[src/rtl/instr_encoder.sv]
// Symbolic instruction encoder and program loader: packs mnemonic/operand pairs into
// 9-bit machine words, buffers them in a small FIFO and writes them to consecutive addresses.
module instr_encoder #(
    parameter int AW    = 8,
    parameter int DEPTH = 4
) (
    input  logic          i_clk,
    input  logic          i_rst_n,
    input  logic          i_start,
    input  logic [AW-1:0] i_base_addr,
    input  logic [AW:0]   i_count,
    input  logic          i_in_valid,
    output logic          o_in_ready,
    input  logic [3:0]    i_mnem,
    input  logic [5:0]    i_operand,
    output logic          o_im_we,
    output logic [AW-1:0] o_im_addr,
    output logic [8:0]    o_im_wdata,
    output logic          o_busy,
    output logic          o_done,
    output logic          o_err
);
    localparam int PW = $clog2(DEPTH);
    localparam logic [PW:0] FILL_FULL = (PW+1)'(DEPTH);

    typedef enum logic [1:0] {S_IDLE, S_LOAD, S_DRAIN, S_DONE} state_t;

    state_t          r_state;
    logic [8:0]      r_fifo [DEPTH];
    logic [PW-1:0]   r_head;
    logic [PW-1:0]   r_tail;
    logic [PW:0]     r_fill;
    logic [AW:0]     r_count;
    logic [AW:0]     r_pushed;
    logic [AW-1:0]   r_wr_ptr;
    logic            r_err;
    logic            r_im_we;
    logic [AW-1:0]   r_im_addr;
    logic [8:0]      r_im_wdata;

    logic            w_legal;
    logic            w_in_ready;
    logic            w_xfer;
    logic            w_push;
    logic            w_pop;
    logic            w_start;
    logic [8:0]      w_word;

    assign w_legal    = (i_mnem <= 4'd13);
    assign w_in_ready = (r_state == S_LOAD) && (r_fill != FILL_FULL) && (r_pushed < r_count);
    assign w_xfer     = i_in_valid && w_in_ready;
    assign w_push     = w_xfer && w_legal;
    assign w_pop      = ((r_state == S_LOAD) || (r_state == S_DRAIN)) && (r_fill != '0);
    assign w_start    = i_start && ((r_state == S_IDLE) || (r_state == S_DONE));

    // Funct-class groups carry a 2-bit funct in [1:0]; the rest take the full operand.
    always_comb begin
        w_word = '0;
        case (i_mnem)
            4'd0, 4'd1, 4'd2, 4'd3:  w_word = {3'b000, i_operand[3:0], i_mnem[1:0]};
            4'd4:                    w_word = {3'b001, i_operand};
            4'd5, 4'd6, 4'd7, 4'd8:  w_word = {3'b010, i_operand[3:0], i_mnem[1:0] - 2'd1};
            4'd9, 4'd10, 4'd11, 4'd12, 4'd13:
                                     w_word = {i_mnem[2:0] - 3'd6, i_operand};
            default:                 w_word = '0;
        endcase
    end

    always_ff @(posedge i_clk) begin
        if (w_push) begin
            r_fifo[r_tail] <= w_word;
        end
    end

    always_ff @(posedge i_clk or negedge i_rst_n) begin
        if (!i_rst_n) begin
            r_state    <= S_IDLE;
            r_head     <= '0;
            r_tail     <= '0;
            r_fill     <= '0;
            r_count    <= '0;
            r_pushed   <= '0;
            r_wr_ptr   <= '0;
            r_err      <= 1'b0;
            r_im_we    <= 1'b0;
            r_im_addr  <= '0;
            r_im_wdata <= '0;
        end else begin
            r_im_we <= w_pop;
            if (w_pop) begin
                r_im_addr  <= r_wr_ptr;
                r_im_wdata <= r_fifo[r_head];
                r_wr_ptr   <= r_wr_ptr + AW'(1);
                r_head     <= r_head + PW'(1);
            end
            if (w_push) begin
                r_tail <= r_tail + PW'(1);
            end
            case ({w_push, w_pop})
                2'b10:   r_fill <= r_fill + (PW+1)'(1);
                2'b01:   r_fill <= r_fill - (PW+1)'(1);
                default: r_fill <= r_fill;
            endcase
            if (w_xfer && !w_legal) begin
                r_err <= 1'b1;
            end

            case (r_state)
                S_IDLE, S_DONE: begin
                    if (w_start) begin
                        r_wr_ptr <= i_base_addr;
                        r_count  <= i_count;
                        r_pushed <= '0;
                        r_err    <= 1'b0;
                        r_head   <= '0;
                        r_tail   <= '0;
                        r_fill   <= '0;
                        r_state  <= (i_count == '0) ? S_DONE : S_LOAD;
                    end
                end
                S_LOAD: begin
                    if (w_push) begin
                        r_pushed <= r_pushed + (AW+1)'(1);
                        if (r_pushed + (AW+1)'(1) == r_count) begin
                            r_state <= S_DRAIN;
                        end
                    end
                end
                S_DRAIN: begin
                    // An empty FIFO here means the last word's write strobe is already out.
                    if (r_fill == '0) begin
                        r_state <= S_DONE;
                    end
                end
                default: r_state <= S_IDLE;
            endcase
        end
    end

    assign o_in_ready = w_in_ready;
    assign o_im_we    = r_im_we;
    assign o_im_addr  = r_im_addr;
    assign o_im_wdata = r_im_wdata;
    assign o_busy     = (r_state == S_LOAD) || (r_state == S_DRAIN);
    assign o_done     = (r_state == S_DONE);
    assign o_err      = r_err;
endmodule

[config.mk]
export PLATFORM = sky130hd
export DESIGN_NAME = instr_encoder
export DESIGN_NICKNAME = d
export VERILOG_FILES = /design/src/rtl/instr_encoder.sv
export SDC_FILE = /design/constraint.sdc
export NUM_CORES = 1
export LEC_CHECK = 0
export CORE_ASPECT_RATIO = 0.75
export CORE_MARGIN = 3
export CORE_UTILIZATION = 45
export CTS_BUF_LIST = sky130_fd_sc_hd__clkbuf_4 sky130_fd_sc_hd__clkbuf_8
export DETAILED_ROUTE_END_ITERATION = 12
export GPL_TIMING_DRIVEN = 1
export PLACE_DENSITY = 0.66
export SLEW_MARGIN = 30
export SYNTH_ARGS = -nofsm -noshare
export SYNTH_HDL_FRONTEND = slang
export SYNTH_SLANG_ARGS = --single-unit
[constraint.sdc]
create_clock -name i_clk -period 3.6 [get_ports i_clk]
set_input_delay 0.72 -clock i_clk [delete_from_list [all_inputs] [get_ports i_clk]]
set_output_delay 0.72 -clock i_clk [all_outputs]
set_load 0.01 [all_outputs]
==> results of run 1 <==
-- worst max-delay path: cells and delay by family (launching register included) --
family	cells	cell delay, ns
adders and majority gates	1	0.23
AOI/OAI and AO/OA	2	0.53
buffers and inverters	2	0.73
DFF	1	0.50
and+or+nand+nor	2	0.34
-- layer usage --
metal  part of all wire [%]  track usage [%]
met1                     49             29.6
met4                    1.1             5.05
met3                    6.9             4.14
met5                      0                0
met2                     43             29.1
-- flip-flops by register name, indices dropped and copies added, names as in the netlist --
| register | count |
|---|---|
| o_im_addr | 8 |
| o_err | 1 |
| r_fill | 3 |
| r_state | 2 |
| r_tail | 2 |
| o_im_wdata | 9 |
| r_pushed | 9 |
| r_wr_ptr | 8 |
| r_count | 9 |
| o_im_we | 1 |
| r_fifo | 36 |
| r_head | 2 |
-- layout by cell type (no fill, tap or decap), types with 2 or more instances in the layout --
cell type / synthesis / final
inv_2: 2 / 2
mux4_2: 9 / 9
nand2_1: 84 / 84
nor3b_1: 2 / 2
nor2_1: 34 / 34
buf_4: 0 / 19
nor3_1: 10 / 10
a31oi_1: 7 / 7
o21ai_1: 6 / 6
ha_1: 24 / 24
nor4_1: 3 / 3
nand2b_1: 5 / 5
mux2i_1: 2 / 2
o211ai_1: 4 / 4
xor2_1: 11 / 11
o22ai_1: 6 / 6
a21oi_1: 16 / 16
nor2b_1: 3 / 3
edfxtp_1: 36 / 36
and3_1: 9 / 9
clkbuf_8: 0 / 9
o31ai_1: 2 / 2
inv_1: 28 / 28
a211oi_1: 3 / 3
dfrtp_1: 54 / 54
xnor2_1: 7 / 7
o21ai_0: 23 / 23
clkdlybuf4s50_1: 0 / 51
a211o_1: 2 / 2
o21a_1: 2 / 2
nand3b_1: 4 / 4
and2_1: 4 / 4
clkbuf_4: 0 / 2
clkinv_2: 0 / 2
a22o_1: 7 / 7
nand3_1: 9 / 9
nand4_1: 8 / 8
o221ai_1: 3 / 3
-- final cells by class --
type / count / share of cell area (%)
clock buffer: 11 / 2.43
tap: 132 / 2.89
timing repair buffer: 71 / 11.5
sequential: 90 / 42.6
multi-input combinational: 328 / 37.6
inverter: 30 / 1.97
clock inverter: 5 / 0.964
-- power groups by stage --
stage | combinational, mW | clock, mW | sequential, mW
floorplan | 1.22 | 0 | 1.59
global placement | 1.84 | 0 | 1.62
detailed placement | 1.90 | 0 | 1.63
CTS | 1.92 | 0.704 | 1.61
global route | 2.13 | 0.740 | 1.66
finish | 1.92 | 0.678 | 1.61
-- kinds of logic after synthesis --
group / after synthesis / synth area share, %
buffers and inverters: 55 / 4.59
flip-flops: 90 / 50.7
AND/OR/NAND/NOR: 181 / 17.5
AO/OA/AOI/OAI: 93 / 12.6
multiplexers: 11 / 4.64
adder cells (fa/ha/maj): 25 / 6.67
XOR/XNOR: 18 / 3.28
-- path summary, 6_finish.rpt --
check,slack [ns],depth (start not counted),to,from
min in group i_clk,0.48,2,o_im_addr[7]$_DFFE_PN0P_,o_im_addr[7]$_DFFE_PN0P_
min,0.48,2,o_im_wdata[7]$_DFFE_PN0P_,i_rst_n
min reg2reg,0.48,2,o_im_addr[7]$_DFFE_PN0P_,o_im_addr[7]$_DFFE_PN0P_
max reg2reg,0.51,14,r_fill[2]$_DFF_PN0_,r_count[5]$_DFFE_PN0P_
max in group asynchronous,2.64,2,r_count[7]$_DFFE_PN0P_,i_rst_n
max,0.20,7,o_in_ready,r_count[5]$_DFFE_PN0P_
-- through the flow --
| step | instance area [um2] | setup slack [ns] |
|---|---|---|
| 2_1_floorplan | 4800 | 0.709 |
| 3_3_place_gp | 5520 | 0.177 |
| 3_5_place_dp | 5520 | 0.0657 |
| 4_1_cts | 5710 | 0.192 |
| 5_1_grt | 5710 | 0.0704 |
| 6_report | 5710 | 0.199 |
==> flow_metrics.py, run 1 <==
metrics = {
    "drt": {
        "drt_iter0_drc": 261,
        "route.antenna.remaining_nets": 0,
        "post-route-drc-count": 0,
        "vias": 3693,
        "wl_um": 11400,
        "vias_per_cell": 5.54,
        "wl_per_cell_um": 17.1,
        "first_pass_iters": 5,
    },
    "synthesis": {
        "synth_nets": 529,
        "synth_ff_type": "dfrtp_1",
        "yosysSeqAreaShare_pct": 50.7,
        "yosys_warnings": 0,
        "syn_area_um2": 4800,
        "synth_top_cell_by_area": "dfrtp_1",
        "netlist_instances": 473,
        "synth_top_cells_by_count": "nand2_1 (84), dfrtp_1 (54), edfxtp_1 (36)",
        "netlist.area_leader.share_pct": 28.1,
        "synthArstFlopShare_pct": 60.0,
        "synth_most_common_cell": "nand2_1",
        "synth_cell_types": 56,
        "synth_edf_count": 36,
        "synth_area_leaders": "dfrtp_1 (28%), edfxtp_1 (23%), nand2_1 (6.6%)",
        "avgSynthCellArea_um2": 10.2,
        "ys_ff_latch": 90,
    },
    "setup_path": {
        "path_cells": "inv_1 -> ha_1 -> a211oi_1 -> nand2_1 -> o2111ai_1 -> nor2b_1 -> clkdlybuf4s50_1",
        "cp-start-kind": "register",
        "slowest_delay_ns": 0.58,
        "path_class": "register to output port",
        "cp.arrival_ns": 2.68,
        "slowest_stage": "clkdlybuf4s50_1",
        "worstPathMaxFanout": 6,
        "timing.critical_path.required_ns": 2.88,
        "critPathCaptureType": "output port",
    },
    "cts": {
        "h-tree-depth": 3,
        "root_buffer": "clkbuf_8",
        "cts_buffers": 9,
        "clk_pin_slew_ns": 0.09,
        "cts_setup_buffers": 0,
        "postCtsHoldBufs": 0,
        "cts_tree": "built",
        "clk-insertion-delay-late_ns": 0.35,
        "clock-sinks": 90,
        "clockBufferDepth": 2,
        "ctsResizeCount": 0,
    },
    "power": {
        "power_frac_seq_pct": 38.3,
        "ir_worst_vdd_uv": 310,
        "power_density_nw_per_um2": 737,
        "p_int_mw": 2.53,
        "combPwrFrac_pct": 45.6,
        "p_switching_mw": 1.68,
        "netSwitchingFraction_pct": 39.8,
        "p_leak_nw": 2.39,
        "pwr-share-clk_pct": 16.1,
        "power.total_mw": 4.21,
    },
    "sta": {
        "clock_skew_ns": 0.0114,
        "fmax_ghz": 0.294,
        "hold_violations": 0,
        "slew_headroom_pct": 53.1,
        "fin_tns_setup_ns": 0,
        "slew_violations": 0,
        "post-route-period-util_pct": 94.5,
        "setup_viol": 0,
        "rsz0062_at_grt": "false",
        "tightestPinTransition_ns": 0.703,
        "layout_min_cycle_time_ns": 3.40,
        "whs_ns": 0.477,
    },
    "die": {
        "coreArea_um2": 10000,
        "die_x_um": 125,
        "start_util_pct": 48.0,
        "rows": 31,
        "dieArea_um2": 12000,
        "die_h_um": 95.5,
        "io_pins": 53,
    },
    "global_routing": {
        "grt_max_degree": 55,
        "grt_pass1_vias": 3616,
        "grtUsageTotal_pct": 19.7,
        "grt_overflow_total": 0,
        "antenna_found_initial": 0,
        "grt_pass1_wl_um": 18600,
    },
    "finish": {
        "antenna_cells": 0,
        "post-route-util_pct": 57.1,
        "multi_input_area_um2": 2150,
        "regArea_um2": 2430,
        "fin_nets": 586,
        "n_fill_cell": 907,
        "drive_above_1_share_pct": 8.97,
        "stdcell_count": 667,
        "syn_to_final_growth_pct": 18.9,
    },
    "hold_path": {
        "min_path_type": "input port to async pin",
    },
    "placement": {
        "hpwl_um": 8120,
        "place_inst": 651,
        "portBuffers": 52,
        "place_congestion": 0.866,
    },
    "status": {
        "outcome": "complete, no violations",
    },
    "flow_run": {
        "maxCapViolCount": 0,
    },
}
No activity file was read; power rests on OpenSTA's default activity.
==> run 2, diff against run 1 <==
==> constraint.sdc (replaced) <==
create_clock -name i_clk -period 4.2 [get_ports i_clk]
set_input_delay 0.84 -clock i_clk [delete_from_list [all_inputs] [get_ports i_clk]]
set_output_delay 0.84 -clock i_clk [all_outputs]
set_load 0.01 [all_outputs]
==> run 2 against run 1 <==
Compared with the run above:
- largest cell class unchanged
- register-to-register slack gained 0.53 ns
- wire length shrank 4.5%
- via count shrank 0.24%
- non-clock buffer count shrank 10
- critical path type unchanged
- critical path depth is the same
- critical endpoint unchanged
- first-iteration DRC count grew 32%
==> flow_metrics.py, run 2 (synthesis results as in run 1) <==
metrics = {
    "drt": {
        "first_pass_iters": 5,
        "route.antenna.remaining_nets": 0,
        "wl_um": 10900,
        "vias": 3684,
        "wl_per_cell_um": 16.6,
        "drt_iter0_drc": 345,
        "post-route-drc-count": 0,
        "vias_per_cell": 5.61,
    },
    "placement": {
        "hpwl_um": 7790,
        "place_inst": 641,
        "portBuffers": 52,
        "dp_slack_ns": 0.367,
        "place_congestion": 0.902,
    },
    "finish": {
        "largest_reg_flops": 36,
        "drive_above_1_share_pct": 7.05,
        "fin_nets": 576,
        "regMostFlops": "r_fifo",
        "final_cell_mix": "nand2_1 (84), dfrtp_1 (54), clkdlybuf4s50_1 (51), edfxtp_1 (36), nor2_1 (34)",
        "antenna_cells": 0,
        "stdcell_count": 657,
        "final_common_cell": "nand2_1",
        "syn_to_final_growth_pct": 17.3,
    },
    "cts": {
        "cts_tree": "built",
        "cts_setup_buffers": 0,
        "postCtsHoldBufs": 0,
        "clockBufferDepth": 2,
        "cts_buffers": 9,
        "clock-sinks": 90,
        "h-tree-depth": 3,
        "root_buffer": "clkbuf_8",
        "clk_pin_slew_ns": 0.09,
        "ctsResizeCount": 0,
        "clk-insertion-delay-late_ns": 0.35,
    },
    "sta": {
        "tightestPinTransition_ns": 0.645,
        "post-route-period-util_pct": 84.5,
        "slew_headroom_pct": 57.0,
        "fmax_ghz": 0.282,
        "hold_violations": 0,
        "whs_ns": 0.475,
        "fin_ws_ns": 0.649,
        "setup_viol": 0,
        "fin_tns_setup_ns": 0,
        "slew_violations": 0,
        "rsz0062_at_grt": "false",
        "clock_skew_ns": 0.00977,
        "layout_min_cycle_time_ns": 3.55,
    },
    "global_routing": {
        "antenna_found_initial": 0,
        "grt_pass1_wl_um": 18100,
        "grt_overflow_total": 0,
        "grt_pass1_vias": 3474,
        "grt_max_degree": 43,
        "grtUsageTotal_pct": 19.1,
    },
    "power": {
        "p_leak_nw": 2.33,
        "power.total_mw": 3.54,
        "power_density_nw_per_um2": 628,
        "ir_worst_vdd_uv": 226,
    },
    "setup_path": {
        "slowest_delay_ns": 0.57,
        "cp-start-kind": "register",
        "worstPathMaxFanout": 6,
        "slowest_stage": "clkdlybuf4s50_1",
        "cp.arrival_ns": 2.71,
        "path_class": "register to output port",
        "path_cells": "inv_1 -> ha_1 -> a211oi_1 -> nand2_1 -> o2111ai_1 -> nor2b_1 -> clkdlybuf4s50_1",
        "timing.critical_path.required_ns": 3.36,
        "critPathCaptureType": "output port",
    },
    "die": {
        "dieArea_um2": 12000,
        "rows": 31,
        "die_x_um": 125,
        "coreArea_um2": 10000,
        "io_pins": 53,
        "die_h_um": 95.5,
        "start_util_pct": 48.0,
    },
    "flow_run": {
        "maxCapViolCount": 0,
    },
    "status": {
        "outcome": "complete, no violations",
    },
    "hold_path": {
        "min_path_type": "input port to async pin",
    },
}
run 2: changes by cell type in the layout (fill, tap and decap cells not counted), moves of 2 or more:
cell | before | now
buf_4 | 19 | 10
clkbuf_4 | 2 | 0
clkbuf_8 | 9 | 11
clkinv_2 | 2 | 0
run 2: cell type report:
type,instances,area (um2)
Tap cell,132,165
Inverter,30,113
Multi-Input combinational cell,328,2150
Clock buffer,11,151
Clock inverter,5,37.5
Timing Repair Buffer,61,586
Sequential cell,90,2430
Fill cell,869,4370
run 2: stage by stage:
step | util, % | area, um2
6_report | 56.3 | 5630
3_3_place_gp | 54.4 | 5440
2_1_floorplan | - | 4800
3_5_place_dp | 54.4 | 5450
4_1_cts | 56.3 | 5630
5_1_grt | 56.3 | 5630
run 2: path summary, 6_finish.rpt:
path / start / to / slack (ns) / depth (start not counted)
max in group asynchronous: i_rst_n / r_head[1]$_DFF_PN0_ / 3.11 / 2
worst max register to register: r_pushed[4]$_DFFE_PN0P_ / r_fill[2]$_DFF_PN0_ / 1.04 / 13
worst max-delay path: r_count[5]$_DFFE_PN0P_ / o_in_ready / 0.65 / 7
worst min register to register: o_im_wdata[3]$_DFFE_PN0P_ / o_im_wdata[3]$_DFFE_PN0P_ / 0.48 / 2
worst min-delay path: i_rst_n / o_im_wdata[5]$_DFFE_PN0P_ / 0.47 / 1
min in group i_clk: o_im_wdata[3]$_DFFE_PN0P_ / o_im_wdata[3]$_DFFE_PN0P_ / 0.48 / 2
run 2: per-layer routing:
layer	GRT usage, %	part of all wire [%]	wire length [um]	up-vias
met2	27.3	42	4540	158
met3	4.82	8.1	879	10
met4	3.70	0.80	87	0
li1	-	-	-	1774
met1	29.4	49	5380	1742
met5	0	0	0	-
run 2: worst max-delay path: cells and delay by family, from the launching register on:
family / cells / cell delay (ns)
buffers and inverters: 2 / 0.73
and+or+nand+nor: 2 / 0.34
DFF: 1 / 0.51
adders and majority gates: 1 / 0.24
AOI/OAI and AO/OA: 2 / 0.54
run 2: power breakdown:
group | internal [mW] | switching (mW)
sequential | 1.16 | 0.233
clock | 0.250 | 0.305
combinational | 0.703 | 0.888
total | 2.11 | 1.43
==> run 3, diff against run 2 <==
--- a/config.mk
+++ b/config.mk
@@ -11,7 +11,7 @@
 export CTS_BUF_LIST = sky130_fd_sc_hd__clkbuf_4 sky130_fd_sc_hd__clkbuf_8
 export DETAILED_ROUTE_END_ITERATION = 12
 export GPL_TIMING_DRIVEN = 1
-export PLACE_DENSITY = 0.66
+export PLACE_DENSITY = 0.69
 export SLEW_MARGIN = 30
 export SYNTH_ARGS = -nofsm -noshare
 export SYNTH_HDL_FRONTEND = slang
==> constraint.sdc (replaced) <==
create_clock -name i_clk -period 3.1 [get_ports i_clk]
set_input_delay 0.62 -clock i_clk [delete_from_list [all_inputs] [get_ports i_clk]]
set_output_delay 0.62 -clock i_clk [all_outputs]
set_load 0.01 [all_outputs]
==> run 3 against run 2 <==
Compared with the run above:
- clock skew is 0.0041 ns higher
- worst hold slack worse by 0.24 ns
- register-to-register slack worse by 0.86 ns
- critical path depth up 7
- core utilization rose by 2.7 points
- flip-flop and latch count is the same
- combinational power up 47%
- via count increased by 2.9%
- global-route usage up 0.61 points
- total power rose by 41%
- largest cell class unchanged
- non-clock buffer count up 27
- sequential share of layout area is 1.9 points lower
==> flow_metrics.py, run 3 (synthesis results as in run 1) <==
metrics = {
    "placement": {
        "place_inst": 668,
        "hpwl_um": 8000,
        "portBuffers": 52,
        "dp_slack_ns": -0.244,
        "place_congestion": 0.857,
    },
    "finish": {
        "syn_to_final_growth_pct": 22.9,
        "largest_reg_flops": 36,
        "post-route-util_pct": 59.0,
        "antenna_cells": 0,
        "drive_above_1_share_pct": 12.9,
        "stdcell_count": 684,
        "fin_nets": 603,
        "regMostFlops": "r_fifo",
        "final_cell_mix": "nand2_1 (84), dfrtp_1 (53), clkdlybuf4s50_1 (50), edfxtp_1 (36)",
        "final_common_cell": "nand2_1",
    },
    "global_routing": {
        "grt_pass1_vias": 3731,
        "grt_pass1_wl_um": 18800,
        "antenna_found_initial": 0,
        "grt_max_degree": 55,
        "grtUsageTotal_pct": 19.7,
        "grt_overflow_total": 0,
    },
    "sta": {
        "fmax_ghz": 0.341,
        "fin_ws_ns": 0.167,
        "hold_violations": 0,
        "layout_min_cycle_time_ns": 2.93,
        "clock_skew_ns": 0.0139,
        "slew_headroom_pct": 56.4,
        "slew_violations": 0,
        "post-route-period-util_pct": 94.6,
        "tightestPinTransition_ns": 0.654,
        "rsz0062_at_grt": "false",
        "setup_viol": 0,
    },
    "die": {
        "die_h_um": 95.5,
        "coreArea_um2": 10000,
        "io_pins": 53,
        "die_x_um": 125,
        "rows": 31,
        "dieArea_um2": 12000,
        "start_util_pct": 48.0,
    },
    "setup_path": {
        "critPathCaptureType": "register",
        "reg2reg_slack_ns": 0.18,
        "cp-start-kind": "input port",
        "path_class": "input port to register",
        "cp.arrival_ns": 3.21,
        "critPathLaunch": "i_mnem[0]",
        "timing.rr.start": "r_count[4]$_DFFE_PN0P_",
        "timing.critical_path.required_ns": 3.38,
        "worstPathMaxFanout": 3,
    },
    "cts": {
        "clockBufferDepth": 2,
        "clk-insertion-delay-late_ns": 0.36,
        "cts_setup_buffers": 0,
        "cts_buffers": 9,
        "clk_pin_slew_ns": 0.09,
        "cts_tree": "built",
        "clock-sinks": 90,
        "postCtsHoldBufs": 0,
        "root_buffer": "clkbuf_8",
        "h-tree-depth": 3,
    },
    "drt": {
        "post-route-drc-count": 0,
        "wl_um": 11000,
        "vias": 3790,
        "vias_per_cell": 5.54,
        "wl_per_cell_um": 16.1,
        "first_pass_iters": 6,
        "drt_iter0_drc": 282,
        "route.antenna.remaining_nets": 0,
    },
    "power": {
        "p_int_mw": 3.02,
        "power_density_nw_per_um2": 845,
        "p_switching_mw": 1.97,
        "pwr-share-clk_pct": 16.2,
        "power.total_mw": 4.99,
        "netSwitchingFraction_pct": 39.5,
        "power_frac_seq_pct": 36.9,
        "p_leak_nw": 2.51,
        "combPwrFrac_pct": 46.9,
        "ir_worst_vdd_uv": 329,
    },
    "flow_run": {
        "maxCapViolCount": 0,
    },
    "hold_path": {
        "min_path_type": "input port to async pin",
    },
    "status": {
        "outcome": "complete, no violations",
    },
}
-- run 3: changes by cell type in the layout (fill, tap and decap cells not counted), sizes merged --
cell / change
buf: +27
clkbuf: -1
clkinv: -1
dlymetal6s2s: +1
bufinv: +1
clkdlybuf4s50: -1
inv: +1
-- run 3: worst max-delay path: stages --
cell and delay (ns):
clkdlybuf4s50_1 0.50, inv_1 0.07, ha_1 0.22, nor2_2 0.10, and3_4 0.21, nor3b_4 0.04, and2_1 0.18, inv_2 0.06
ha_1 0.15, inv_1 0.06, fa_1 0.39, xor2_1 0.16, or3_1 0.31, a21oi_1 0.16
-- run 3: metrics by stage --
| stage | area [um2] | setup TNS [ns] | hold WS, ns |
|---|---|---|---|
| floorplan | 4800 | 0 | 0.324 |
| global placement | 5670 | -0.140 | 0.459 |
| detailed placement | 5670 | -0.244 | 0.462 |
| CTS | 5880 | 0 | 0.245 |
| global route | 5900 | 0 | 0.242 |
| finish | 5900 | 0 | 0.234 |
-- run 3: final timing paths --
check	end	depth (start not counted)
max	r_fill[2]$_DFF_PN0_	14
min	o_im_wdata[4]$_DFFE_PN0P_	2
min in group i_clk	o_im_wdata[3]$_DFFE_PN0P_	2
min reg2reg	o_im_wdata[3]$_DFFE_PN0P_	2
max in group asynchronous	r_pushed[1]$_DFFE_PN0P_	2
max reg2reg	r_fill[2]$_DFF_PN0_	14
-- run 3: layout make-up --
| type | instances | area, um2 |
|---|---|---|
| Multi-Input combinational cell | 328 | 2180 |
| Inverter | 30 | 113 |
| Clock buffer | 10 | 131 |
| Clock inverter | 6 | 65.1 |
| Fill cell | 851 | 4110 |
| Tap cell | 132 | 165 |
| Timing Repair Buffer | 88 | 817 |
| Sequential cell | 90 | 2430 |
-- run 3: timing repair --
item,CTS,global route
cloned,0,0
endpoints found under the setup margin,1,2
resized for setup,3,6
pin swaps,1,1
-- run 3: power by group through the flow --
stage | Clock, mW | Sequential, mW | Combinational (mW)
2_1_floorplan | 0 | 1.84 | 1.41
3_3_place_gp | 0 | 1.85 | 2.26
3_5_place_dp | 0 | 1.86 | 2.31
4_1_cts | 0.818 | 1.84 | 2.34
5_1_grt | 0.885 | 1.89 | 2.62
6_report | 0.806 | 1.84 | 2.34
-- run 3: metal layers --
metal	vias up	routed length, um	global-route usage [%]
met5	-	0	0
met4	0	89	3.88
met3	13	869	5.32
met2	139	4710	30.1
met1	1809	5370	28.6
li1	1829	-	-
